File: config.mk
export PLATFORM = sky130hd
export DESIGN_NAME = uart_word_loader
export DESIGN_NICKNAME = d
export VERILOG_FILES = /design/src/rtl/uart_word_loader.sv
export SDC_FILE = /design/constraint.sdc
export NUM_CORES = 1
export LEC_CHECK = 0
export CAP_MARGIN = 20
export CORE_ASPECT_RATIO = 1.5
export CORE_MARGIN = 8
export CORE_UTILIZATION = 25
export DETAILED_ROUTE_END_ITERATION = 6
export GPL_TIMING_DRIVEN = 1
export PLACE_DENSITY = 0.61
export SYNTH_ARGS = -nofsm -noshare
export SYNTH_HDL_FRONTEND = slang
export SYNTH_SLANG_ARGS = --single-unit
File: constraint.sdc
create_clock -name clk -period 2.15 [get_ports clk]
set_clock_uncertainty 0.15 [all_clocks]
set_input_delay 0.43 -clock clk [delete_from_list [all_inputs] [get_ports clk]]
set_output_delay 0.43 -clock clk [all_outputs]
set_load 0.03 [all_outputs]
File: src/rtl/uart_word_loader.sv
`timescale 1ns/1ps
// Packs bytes popped from the UART RX FIFO into words and writes them to consecutive
// addresses over a valid/ready port, with optional inter-byte timeout and restart.
module uart_word_loader #(
  parameter int ADDR_WIDTH     = 8,
  parameter int BYTES_PER_WORD = 2,
  parameter int FIRST_BYTE_LSB = 1,
  parameter int BASE_ADDR      = 0,
  parameter int WORD_COUNT     = 2**ADDR_WIDTH,
  parameter int TIMEOUT_CYCLES = 0
) (
  input  logic                        clk,
  input  logic                        rst_n,
  input  logic                        rx_empty,
  input  logic [7:0]                  rx_data,
  output logic                        rd_uart,
  output logic                        wr_valid,
  input  logic                        wr_ready,
  output logic [ADDR_WIDTH-1:0]       wr_addr,
  output logic [8*BYTES_PER_WORD-1:0] wr_data,
  input  logic                        clear,
  output logic                        done,
  output logic                        overflow,
  output logic                        frame_err
);

  localparam int CNT_W  = (BYTES_PER_WORD > 1) ? $clog2(BYTES_PER_WORD) : 1;
  localparam int IDLE_W = (TIMEOUT_CYCLES > 0) ? $clog2(TIMEOUT_CYCLES + 1) : 1;
  localparam logic [ADDR_WIDTH-1:0] BASE      = ADDR_WIDTH'(BASE_ADDR);
  localparam logic [ADDR_WIDTH-1:0] LAST      = ADDR_WIDTH'(BASE_ADDR + WORD_COUNT - 1);
  localparam logic [CNT_W-1:0]      LAST_BYTE = CNT_W'(BYTES_PER_WORD - 1);
  localparam logic [IDLE_W-1:0]     IDLE_LAST = IDLE_W'((TIMEOUT_CYCLES > 0) ? TIMEOUT_CYCLES - 1 : 0);

  typedef enum logic [1:0] {COLLECT, WRITE, DONE} state_t;

  state_t                  state, state_nxt;
  logic [CNT_W-1:0]        byte_cnt, byte_cnt_nxt;
  logic [IDLE_W-1:0]       idle_cnt, idle_nxt;
  logic [ADDR_WIDTH-1:0]   addr_nxt;
  logic                    overflow_nxt;
  logic                    frame_err_nxt;
  logic                    pop;
  logic [CNT_W-1:0]        slot;

  assign pop      = (state == COLLECT || state == DONE) && !rx_empty && !clear;
  assign rd_uart  = pop && rst_n;
  assign wr_valid = (state == WRITE);
  assign done     = (state == DONE);
  assign slot     = (FIRST_BYTE_LSB != 0) ? byte_cnt : LAST_BYTE - byte_cnt;

  always_comb begin
    state_nxt     = state;
    byte_cnt_nxt  = byte_cnt;
    idle_nxt      = idle_cnt;
    addr_nxt      = wr_addr;
    overflow_nxt  = overflow;
    frame_err_nxt = 1'b0;
    if (clear) begin
      state_nxt    = COLLECT;
      byte_cnt_nxt = '0;
      idle_nxt     = '0;
      addr_nxt     = BASE;
      overflow_nxt = 1'b0;
    end else begin
      case (state)
        COLLECT: begin
          if (pop) begin
            idle_nxt = '0;
            if (byte_cnt == LAST_BYTE) begin
              byte_cnt_nxt = '0;
              state_nxt    = WRITE;
            end else begin
              byte_cnt_nxt = byte_cnt + CNT_W'(1);
            end
          end else if (TIMEOUT_CYCLES > 0 && byte_cnt != '0) begin
            // A pop in the expiry cycle takes the branch above, so it always wins.
            if (idle_cnt == IDLE_LAST) begin
              byte_cnt_nxt  = '0;
              idle_nxt      = '0;
              frame_err_nxt = 1'b1;
            end else begin
              idle_nxt = idle_cnt + IDLE_W'(1);
            end
          end else begin
            idle_nxt = '0;
          end
        end
        WRITE: begin
          if (wr_ready) begin
            if (wr_addr == LAST) begin
              state_nxt = DONE;
            end else begin
              addr_nxt  = wr_addr + ADDR_WIDTH'(1);
              state_nxt = COLLECT;
            end
          end
        end
        DONE: begin
          if (pop) overflow_nxt = 1'b1;
        end
        default: state_nxt = COLLECT;
      endcase
    end
  end

  always_ff @(posedge clk or negedge rst_n) begin
    if (!rst_n) begin
      state     <= COLLECT;
      byte_cnt  <= '0;
      idle_cnt  <= '0;
      wr_addr   <= BASE;
      overflow  <= 1'b0;
      frame_err <= 1'b0;
    end else begin
      state     <= state_nxt;
      byte_cnt  <= byte_cnt_nxt;
      idle_cnt  <= idle_nxt;
      wr_addr   <= addr_nxt;
      overflow  <= overflow_nxt;
      frame_err <= frame_err_nxt;
    end
  end

  // Word register doubles as the write-data output; slots are overwritten byte by byte.
  always_ff @(posedge clk or negedge rst_n) begin
    if (!rst_n) begin
      wr_data <= '0;
    end else if (state == COLLECT && pop) begin
      for (int i = 0; i < BYTES_PER_WORD; i++) begin
        if (slot == CNT_W'(i)) wr_data[8*i +: 8] <= rx_data;
      end
    end
  end

endmodule

==> metrics.txt, run 1 <==
layout cells sized above 1=0.211; CTS resizes=2; CTS Hold Bufs=0; post-synth cell types=35; Worst Path Arrival=1.48 ns; Placer Congestion=between 0.7 and 0.8; top cells by area, synth=dfrtp_1 56%, mux2_2 13%, nor2_1 3.0%; largest net degree at the start of global routing=29; die height=between 100 and 150 um; Netlist Area Pre-Place=1250 um2; commonest non-fill, non-tap cell in the layout=clkdlybuf4s50_1; top cell type by total area after synthesis=dfrtp_1; Top Ports=42; CTS tree=yes; CP Class=in -> out; most frequent cells in the layout=37 x clkdlybuf4s50_1, 28 x dfrtp_1, 15 x mux2_2, 10 x nor2_1; min cycle time layout=2.06 ns; placed cell area=roughly 1800 um2; Compound-Gate Fraction of Synth Area=0.0649; Final period util=0.957; Non-Filler Instances=around 210; post-synthesis mux area share=0.152; Skew-Pair Late Insertion Delay=approximately 0.27 ns; clock transition at the registers of the reported paths=approximately 0.090 ns; Routed Antenna Nets=0; fin. max-slew vios=0; fill cell count=~480; Placed Cells=204; fin area=between 1500 and 2000 um2; RSZ-0062 raised after global routing=false; # Post-CTS Setup Buffers=0; cell count after synthesis=97; Num CTS Buffers=3; Ant. Diodes=0; Setup crit start kind=primary input; die width=around 74 um; DRC violations left=0; NumNets Final=around 160; Hold Vio Cnt, Final=0; crit-path cells=clkdlybuf4s50_1 > nor4b_1 > buf_4; first-pass GRT wire length=slightly below 5000 um; Syn Area/Cell=~13 um2; Row Count=31; drt total wl=between 2000 and 3000 um; Synth Area in Adders=0.00999; status=complete, no violations; yosys warns=0; initial core utilization=0.258; core area=~4800 um2; via count=903; syn_nets=roughly 110; top-area cell type share of the netlist area=0.559; WP buf/inv=2; area grow syn2layout=45.5%; DIE AREA=about 7600 um2; IO buf count=40; deepest clock path buffer count=2; CP peak stage delay=around 0.46 ns; routed len/inst=roughly 14 um; # setup viols final=0; remaining global-route overflow=0; Peak Freq=between 400 and 500 MHz; Max FO, Critical Path=3; Synth Area in XOR/XNOR=0.0350; number of synthesized register bits=28; main combinational cell family by area after synthesis=simple AND/OR/NAND/NOR gates; maxcap violations=0; vias in the first global route=just under 1000; clk sinks=28; Top delay family on crit path=buffers and inverters; Util after Layout=0.376; initial antenna violation count=0; DP HPWL=~2300 um; worst hold-check path type=reg -> reg; drt first-iter violations=20; post-synthesis sequential area ratio=0.559; TritonRoute pass-1 iters=4; via density per instance=between 4 and 5; H-tree depth=1; Global Route Usage Sum=0.0827; root buf cell=clkbuf_8; Cell Pwr Density=908 nW/um2; Synth Area in Simple Gates=0.155; crit end category=output port; Critical Path RT=between 1.5 and 2 ns; Pleak=around 0.76 nW; CP max-delay cell=clkdlybuf4s50_1; Max IR drop VDD=between 0.2 and 0.25 mV
-- cell type report --
cell class                 count  area [um2]  area share
sequential                    28         701       0.385
multi-input combinational     65         526       0.288
timing repair buffer          44         438       0.240
tap                           66        82.6      0.0453
clock buffer                   3        41.3      0.0227
clock inverter                 1        30.0      0.0165
inverter                       1        3.75     0.00206
-- path summary, 6_finish.rpt --
path / from / end / slack, ns / cells past startpoint
hold reg to reg: wr_data[2]$_DFFE_PN0P_ / wr_data[2]$_DFFE_PN0P_ / 0.36 / 1
setup reg to reg: state[0]$_DFFE_PN0P_ / wr_data[0]$_DFFE_PN0P_ / 0.47 / 4
hold / removal: wr_data[2]$_DFFE_PN0P_ / wr_data[2]$_DFFE_PN0P_ / 0.36 / 1
setup / recovery: clear / rd_uart / 0.09 / 3
max in group asynchronous: rst_n / wr_data[7]$_DFFE_PN0P_ / 1.14 / 2
min in group asynchronous: rst_n / wr_addr[2]$_DFFE_PN0P_ / 0.45 / 2
-- state kept, by name (all words and copies together) (netlist names) --
signal,cells
state,2
byte_cnt,1
overflow,1
wr_data,16
wr_addr,8
-- power by group --
group          internal, W  leakage [nW]  switching (W)  total [W]
registers         0.000624         0.356      0.0000538   0.000678
clock network     0.000249        0.0357       0.000157   0.000406
logic             0.000267         0.369       0.000303   0.000571
total              0.00114         0.761       0.000514    0.00165
-- cells in the mapped netlist --
master     n
a21oi_1    4
a22o_1     1
and2b_1    2
and3_1     1
and3b_4    1
buf_4      1
buf_6      1
clkbuf_1   1
conb_1     1
dfrtp_1   28
ha_1       1
inv_1      1
mux2_1     1
mux2_2    15
mux2i_1    1
nand2_1    2
nand2_2    1
nand3_4    1
nand3b_1   1
nand4_1    1
nand4_2    1
nor2_1    10
nor2b_1    1
nor3_1     2
nor3b_1    1
nor4_2     1
nor4b_1    1
o211ai_1   1
o211ai_4   1
o21ai_0    3
o41ai_1    1
or3_1      2
or4_1      1
xnor2_1    2
xor2_1     3
-- cells by family (layout without fill, tap and decap cells) --
kind of cell	count (synthesis)	after routing
xor+xnor	5	5
compound gates	11	11
flops	28	28
fa+ha+maj	1	1
simple gates	30	30
other cells	1	1
mux	17	17
buf+inv	4	49
-- through the flow --
step	setup WS [ns]	hold WS [ns]	total power, W	setup TNS, ns
final	0.0915	0.358	0.00165	0
after detailed placement	-0.0103	0.338	0.00127	-0.0704
after floorplan	0.0705	-0.0156	0.000993	0
after global routing	0.0167	0.379	0.00174	0
after global placement	0.0200	0.326	0.00126	0
after CTS	0.0534	0.362	0.00168	0
-- routing by layer --
| metal | up-vias | global-route usage | share of wire |
|---|---|---|---|
| li1 | 434 | - | - |
| met1 | 438 | 0.0928 | 0.38 |
| met2 | 29 | 0.142 | 0.53 |
| met3 | 2 | 0.0292 | 0.081 |
| met4 | 0 | 0.0232 | 0.0045 |
| met5 | - | 0 | 0 |
Note: power is estimated with default switching activity, not from simulation.
==> run 2, diff against run 1 <==
--- a/config.mk
+++ b/config.mk
@@ -12,6 +12,7 @@
 export DETAILED_ROUTE_END_ITERATION = 6
 export GPL_TIMING_DRIVEN = 1
 export PLACE_DENSITY = 0.61
+export SKIP_CTS_REPAIR_TIMING = 1
 export SYNTH_ARGS = -nofsm -noshare
 export SYNTH_HDL_FRONTEND = slang
 export SYNTH_SLANG_ARGS = --single-unit
==> run 2 against run 1 <==
  * Setup slack gained 0.00058 ns
  * Routed wire length is essentially flat
  * Total power is essentially flat
  * Critical path depth is the same
  * Sequential power is essentially flat
  * Critical path type unchanged
==> metrics.txt, run 2 (synthesized netlist as in run 1, its figures left out) <==
status=complete, no violations; Setup TNS=0 ns (unchanged); CP Class=in -> out; Row Count=31 (unchanged); Routed Antenna Nets=0 (unchanged); via count=904 (+0.11%); drt first-iter violations=23 (+15%); TritonRoute pass-1 iters=4 (unchanged); Skew-Pair Late Insertion Delay=0.27 ns (about the same); fill cell count=480 (-0.41%); biggest regs=wr_data (16), wr_addr (8), state (2); layout cells sized above 1=0.211 (unchanged); crit end category=output port; most frequent cells in the layout=37 x clkdlybuf4s50_1, 28 x dfrtp_1, 15 x mux2_2, 10 x nor2_1; die width=73.8 um (unchanged); Cell Pwr Density=905 nW/um2 (-0.38%); deepest clock path buffer count=2 (unchanged); Worst Path Arrival=1.48 ns (about the same); Pleak=0.788 nW (+3.5%); worst hold-check path type=reg -> reg; clock transition at the registers of the reported paths=0.09 ns (about the same); max FFs per register=16 (unchanged); IO buf count=40 (unchanged); Max IR drop VDD=0.234 mV (about the same); DRC violations left=0 (unchanged); area grow syn2layout=46.1%; NumNets Final=157 (unchanged); vias in the first global route=989 (unchanged); die height=103 um (unchanged); commonest non-fill, non-tap cell in the layout=clkdlybuf4s50_1; largest net degree at the start of global routing=29 (unchanged); routed len/inst=13.9 um (about the same); Top reg by flops=wr_data; Final period util=0.957 (about the same); Setup crit start kind=primary input; remaining global-route overflow=0 (unchanged); Hold Vio Cnt, Final=0 (unchanged); Critical Path RT=1.57 ns (about the same); clk sinks=28 (unchanged); fin. max-slew vios=0 (unchanged); Ant. Diodes=0 (unchanged); DP HPWL=2310 um (unchanged); min cycle time layout=2.06 ns (-0.000582 ns); root buf cell=clkbuf_8; Placer Congestion=0.752 (unchanged); Top Ports=42 (unchanged); Max FO, Critical Path=3 (unchanged); DIE AREA=7580 um2 (unchanged); # setup viols final=0 (unchanged); Num CTS Buffers=3 (unchanged); first-pass GRT wire length=4940 um (unchanged); RSZ-0062 raised after global routing=false; core area=4850 um2 (unchanged); Peak Freq=486 MHz (about the same); drt total wl=2900 um (about the same); hold slack=0.358 ns (-0.0000200 ns); CTS tree=yes; via density per instance=4.35 (+0.11%); maxcap violations=0 (unchanged); initial core utilization=0.258 (unchanged); H-tree depth=1 (unchanged); initial antenna violation count=0 (unchanged); Global Route Usage Sum=0.0827 (unchanged)
run 2: critical path: stages:
cell	delay, ns
clkdlybuf4s50_1	0.46
nor4b_1	0.36
buf_4	0.22
run 2: final timing paths:
check	start	to	slack, ns	cells after the start
min in group asynchronous	rst_n	wr_addr[2]$_DFFE_PN0P_	0.45	2
min reg2reg	wr_data[2]$_DFFE_PN0P_	wr_data[2]$_DFFE_PN0P_	0.36	1
max reg2reg	state[0]$_DFFE_PN0P_	wr_data[0]$_DFFE_PN0P_	0.47	4
max in group asynchronous	rst_n	wr_data[7]$_DFFE_PN0P_	1.14	2
max	clear	rd_uart	0.09	3
min	wr_data[2]$_DFFE_PN0P_	wr_data[2]$_DFFE_PN0P_	0.36	1
run 2: power by group:
group | switching (W) | leakage, nW | internal, W
Combinational | 0.000304 | 0.396 | 0.000268
Clock | 0.000157 | 0.0357 | 0.000249
Sequential | 0.0000536 | 0.356 | 0.000624
run 2: layout make-up:
class	instances	area, um2	area share
Clock buffer	3	41.3	0.0226
Clock inverter	1	30.0	0.0164
Inverter	1	3.75	0.00205
Multi-Input combinational cell	65	526	0.287
Sequential cell	28	701	0.383
Tap cell	66	82.6	0.0451
Timing Repair Buffer	44	445	0.244
run 2: stage by stage:
stage	util	setup WS [ns]	total power (W)	instances	area, um2
after floorplan	-	0.0705	0.000993	97	1250
after global placement	0.362	0.0200	0.00126	204	1750
after detailed placement	0.362	-0.0103	0.00127	204	1750
after CTS	0.376	-0.136	0.00169	208	1820
after global routing	0.377	0.0167	0.00174	208	1830
final	0.377	0.0920	0.00165	208	1830
run 2: metal layers:
layer  vias up  wire (um)  GRT usage
met5         -          0          0
met4         0         13     0.0232
met3         2        235     0.0292
met2        29       1530      0.142
met1       439       1110     0.0928
li1        434          -          -
==> run 3, diff against run 2 <==
--- a/config.mk
+++ b/config.mk
@@ -5,11 +5,13 @@
 export SDC_FILE = /design/constraint.sdc
 export NUM_CORES = 1
 export LEC_CHECK = 0
+export ABC_CLOCK_PERIOD_IN_PS = 2150
 export CAP_MARGIN = 20
 export CORE_ASPECT_RATIO = 1.5
 export CORE_MARGIN = 8
 export CORE_UTILIZATION = 25
 export DETAILED_ROUTE_END_ITERATION = 6
+export GPL_ROUTABILITY_DRIVEN = 0
 export GPL_TIMING_DRIVEN = 1
 export PLACE_DENSITY = 0.61
 export SKIP_CTS_REPAIR_TIMING = 1
==> results of run 3 <==
Final layout, timing and power as in run 2 (identical DEF).
==> RTL edit, RTL diff (config.mk and constraints of run 3) <==
The 3 states of `state_t` get a one-hot encoding in 3 bits.
--- a/src/rtl/uart_word_loader.sv
+++ b/src/rtl/uart_word_loader.sv
@@ -31,7 +31,7 @@
   localparam logic [CNT_W-1:0]      LAST_BYTE = CNT_W'(BYTES_PER_WORD - 1);
   localparam logic [IDLE_W-1:0]     IDLE_LAST = IDLE_W'((TIMEOUT_CYCLES > 0) ? TIMEOUT_CYCLES - 1 : 0);
 
-  typedef enum logic [1:0] {COLLECT, WRITE, DONE} state_t;
+  typedef enum logic [2:0] {COLLECT = 3'b001, WRITE = 3'b010, DONE = 3'b100} state_t;
 
   state_t                  state, state_nxt;
   logic [CNT_W-1:0]        byte_cnt, byte_cnt_nxt;
Check against the original RTL: same outputs for any inputs over 10 cycles, from zero or initial values and one cycle with rst_n low; not proved beyond that.
==> RTL edit against run 3 <==
- fmax down 1.4%
- final area rose by 8.7%
- worst setup slack worse by 29 ps
- non-clock buffer count rose by 7
- synthesized cell count rose by 16%
- sequential cell count grew 1
- sequential power is 5.5% higher
- power up 16%
- wire length is 18% higher
- synthesized area is 5.9% higher
- critical path depth up 1
- critical endpoint unchanged
==> RTL edit: results (changes against run 3) <==
| Metric | Value |
|---|---|
| Regs by FF count | wr_data (16), wr_addr (8), state (3) (was wr_data (16), wr_addr (8), state (2)) |
| Vias in the first global route | 1,176 (was 989) |
| Via density | 4.40 (was 4.35) |
| Reg-to-Reg End | wr_data[7] (was wr_data[0]) |
| R2r worst-path depth | 5 (was 4) |
| Post-synth top cells | dfrtp_1 (28), mux2_2 (16), nor2_1 (14) (was dfrtp_1 (28), mux2_2 (15), nor2_1 (10)) |
| Post-synthesis cell type count | 38 (was 35) |
| Leakage | 0.865 nW (was 0.788 nW) |
| Routed WL | 3420 um (was 2900 um) |
| Reg clk slew, reported paths | 70 ps (was 90 ps) |
| Syn Nets | 127 (was 111) |
| Worst R2R Start | state[1] (was state[0]) |
| First-pass GRT wire length | 5820 um (was 4940 um) |
| Hold Crit Class | reg -> reg (unchanged) |
| Worst skew pair latency | between 200 and 300 ps |
| Number of synthesis warnings | 0 (unchanged) |
| Min-Delay Path Depth | 1 (unchanged) |
| H-tree levels | 2 (was 1) |
| DR iter-0 viols | 19 (was 23) |
| Antenna violations before repair | 0 (unchanged) |
| Outcome | completed (unchanged) |
| Buffers on Ports | 40 (unchanged) |
| Hold EP | wr_data[8] (was wr_data[2]) |
| Nets | 180 (was 157) |
| R2R setup slack | 130 ps (was 470 ps) |
| Async S/R FF share, synth | 100% (unchanged) |
| Worst Path Max Fanout | 5 (was 3) |
| WP data arrival | 1510 ps (was 1480 ps) |
| Largest net degree at the start of global routing | 30 (was 29) |
| Root Buffer | clkbuf_8 (unchanged) |
| Hold Crit Start | wr_data[8] (was wr_data[2]) |
| Non-Filler Instances | 235 (was 208) |
| Critical Path Source | clear (unchanged) |
| Largest cells by area after synthesis | dfrtp_1 (53%), mux2_2 (14%), nor2_1 (4.0%), xor2_1 (3.3%), dfstp_2 (2.0%) (was dfrtp_1 (56%), mux2_2 (13%), nor2_1 (3.0%), xor2_1 (2.1%), o211ai_4 (1.7%)) |
| Post-synth top flop | dfrtp_1 (unchanged) |
| First-pass DRT Iterations | 4 (unchanged) |
| Post-synthesis sequential area ratio | 54.8% (was 55.9%) |
| Layout cells sized above 1 | 25.7% (was 21.1%) |
| Antenna cell count | 0 (unchanged) |
| Detailed Place HPWL | 2700 um (was 2310 um) |
| All-layer global routing usage | 9.56% (was 8.27%) |
| Worst vdd ir | 0.000474 V (was 0.000234 V) |
| Cell total after placement | 227 (was 204) |
| Setup crit end | rd_uart (unchanged) |
| Cells after Synth | 113 (was 97) |
| CTS Buf Count | 5 (was 3) |
| Placed cell area | 1860 um2 (was 1750 um2) |
| CTS max path bufs | 2 (unchanged) |
-- RTL edit: cell types whose count changed in the layout (fill, tap and decap cells not counted), sizes merged, moves of 2 or more --
cell	delta
xor2	+2
buf	+8
a31oi	+2
clkbuf	+3
inv	+2
nand2	+4
nor2	+4
o2111ai	+2
and2b	-2
nor3	+2
-- RTL edit: metal layers --
metal  vias up  share of wire, %  global-route usage (%)  routed length [um]
li1        500                 -                       -                   -
met1       502                36                    10.0                1240
met2        29                55                    16.3                1870
met3         2               8.5                    4.02                 290
met4         0              0.61                    3.31                  21
met5         -                 0                       0                   0
-- RTL edit: cell type report --
type / instances / area [um2]
clock buffer: 6 / 82.6
clock inverter: 2 / 37.5
multi-input combinational: 76 / 564
inverter: 3 / 11.3
sequential: 29 / 727
tap: 68 / 85.1
timing repair buffer: 51 / 480
fill: 553 / 3140
-- RTL edit: worst max-delay path, cell delays in order --
cell and delay, ps:
clkdlybuf4s50_1 620, nor2_1 90, and4_1 200, buf_4 170
-- RTL edit: power by group --
group / internal [mW] / total (mW) / switching (mW)
clock: 0.376 / 0.586 / 0.209
sequential: 0.655 / 0.714 / 0.0590
combinational: 0.295 / 0.627 / 0.333
total: 1.33 / 1.93 / 0.601
-- RTL edit: kinds of logic after synthesis --
family                     Yosys count  share of synthesized area, %
and+or+nand+nor                     39                          17.0
DFF                                 29                          54.8
muxes                               17                          14.3
AOI/OAI and AO/OA                   12                          5.85
buffers and inverters                8                          2.83
xor gates and xnor gates             6                          3.96
adders and majority gates            1                         0.943
other                                1                         0.283
-- RTL edit: through the flow --
step           hold WS (ps)  setup slack [ps]  power [mW]
3_5_place_dp            346              -159        1.37
5_1_grt                 376              12.4        2.02
4_1_cts                 362              -159        1.97
3_3_place_gp            339              -173        1.36
2_1_floorplan         -15.6               205        1.06
6_report                358              62.6        1.93
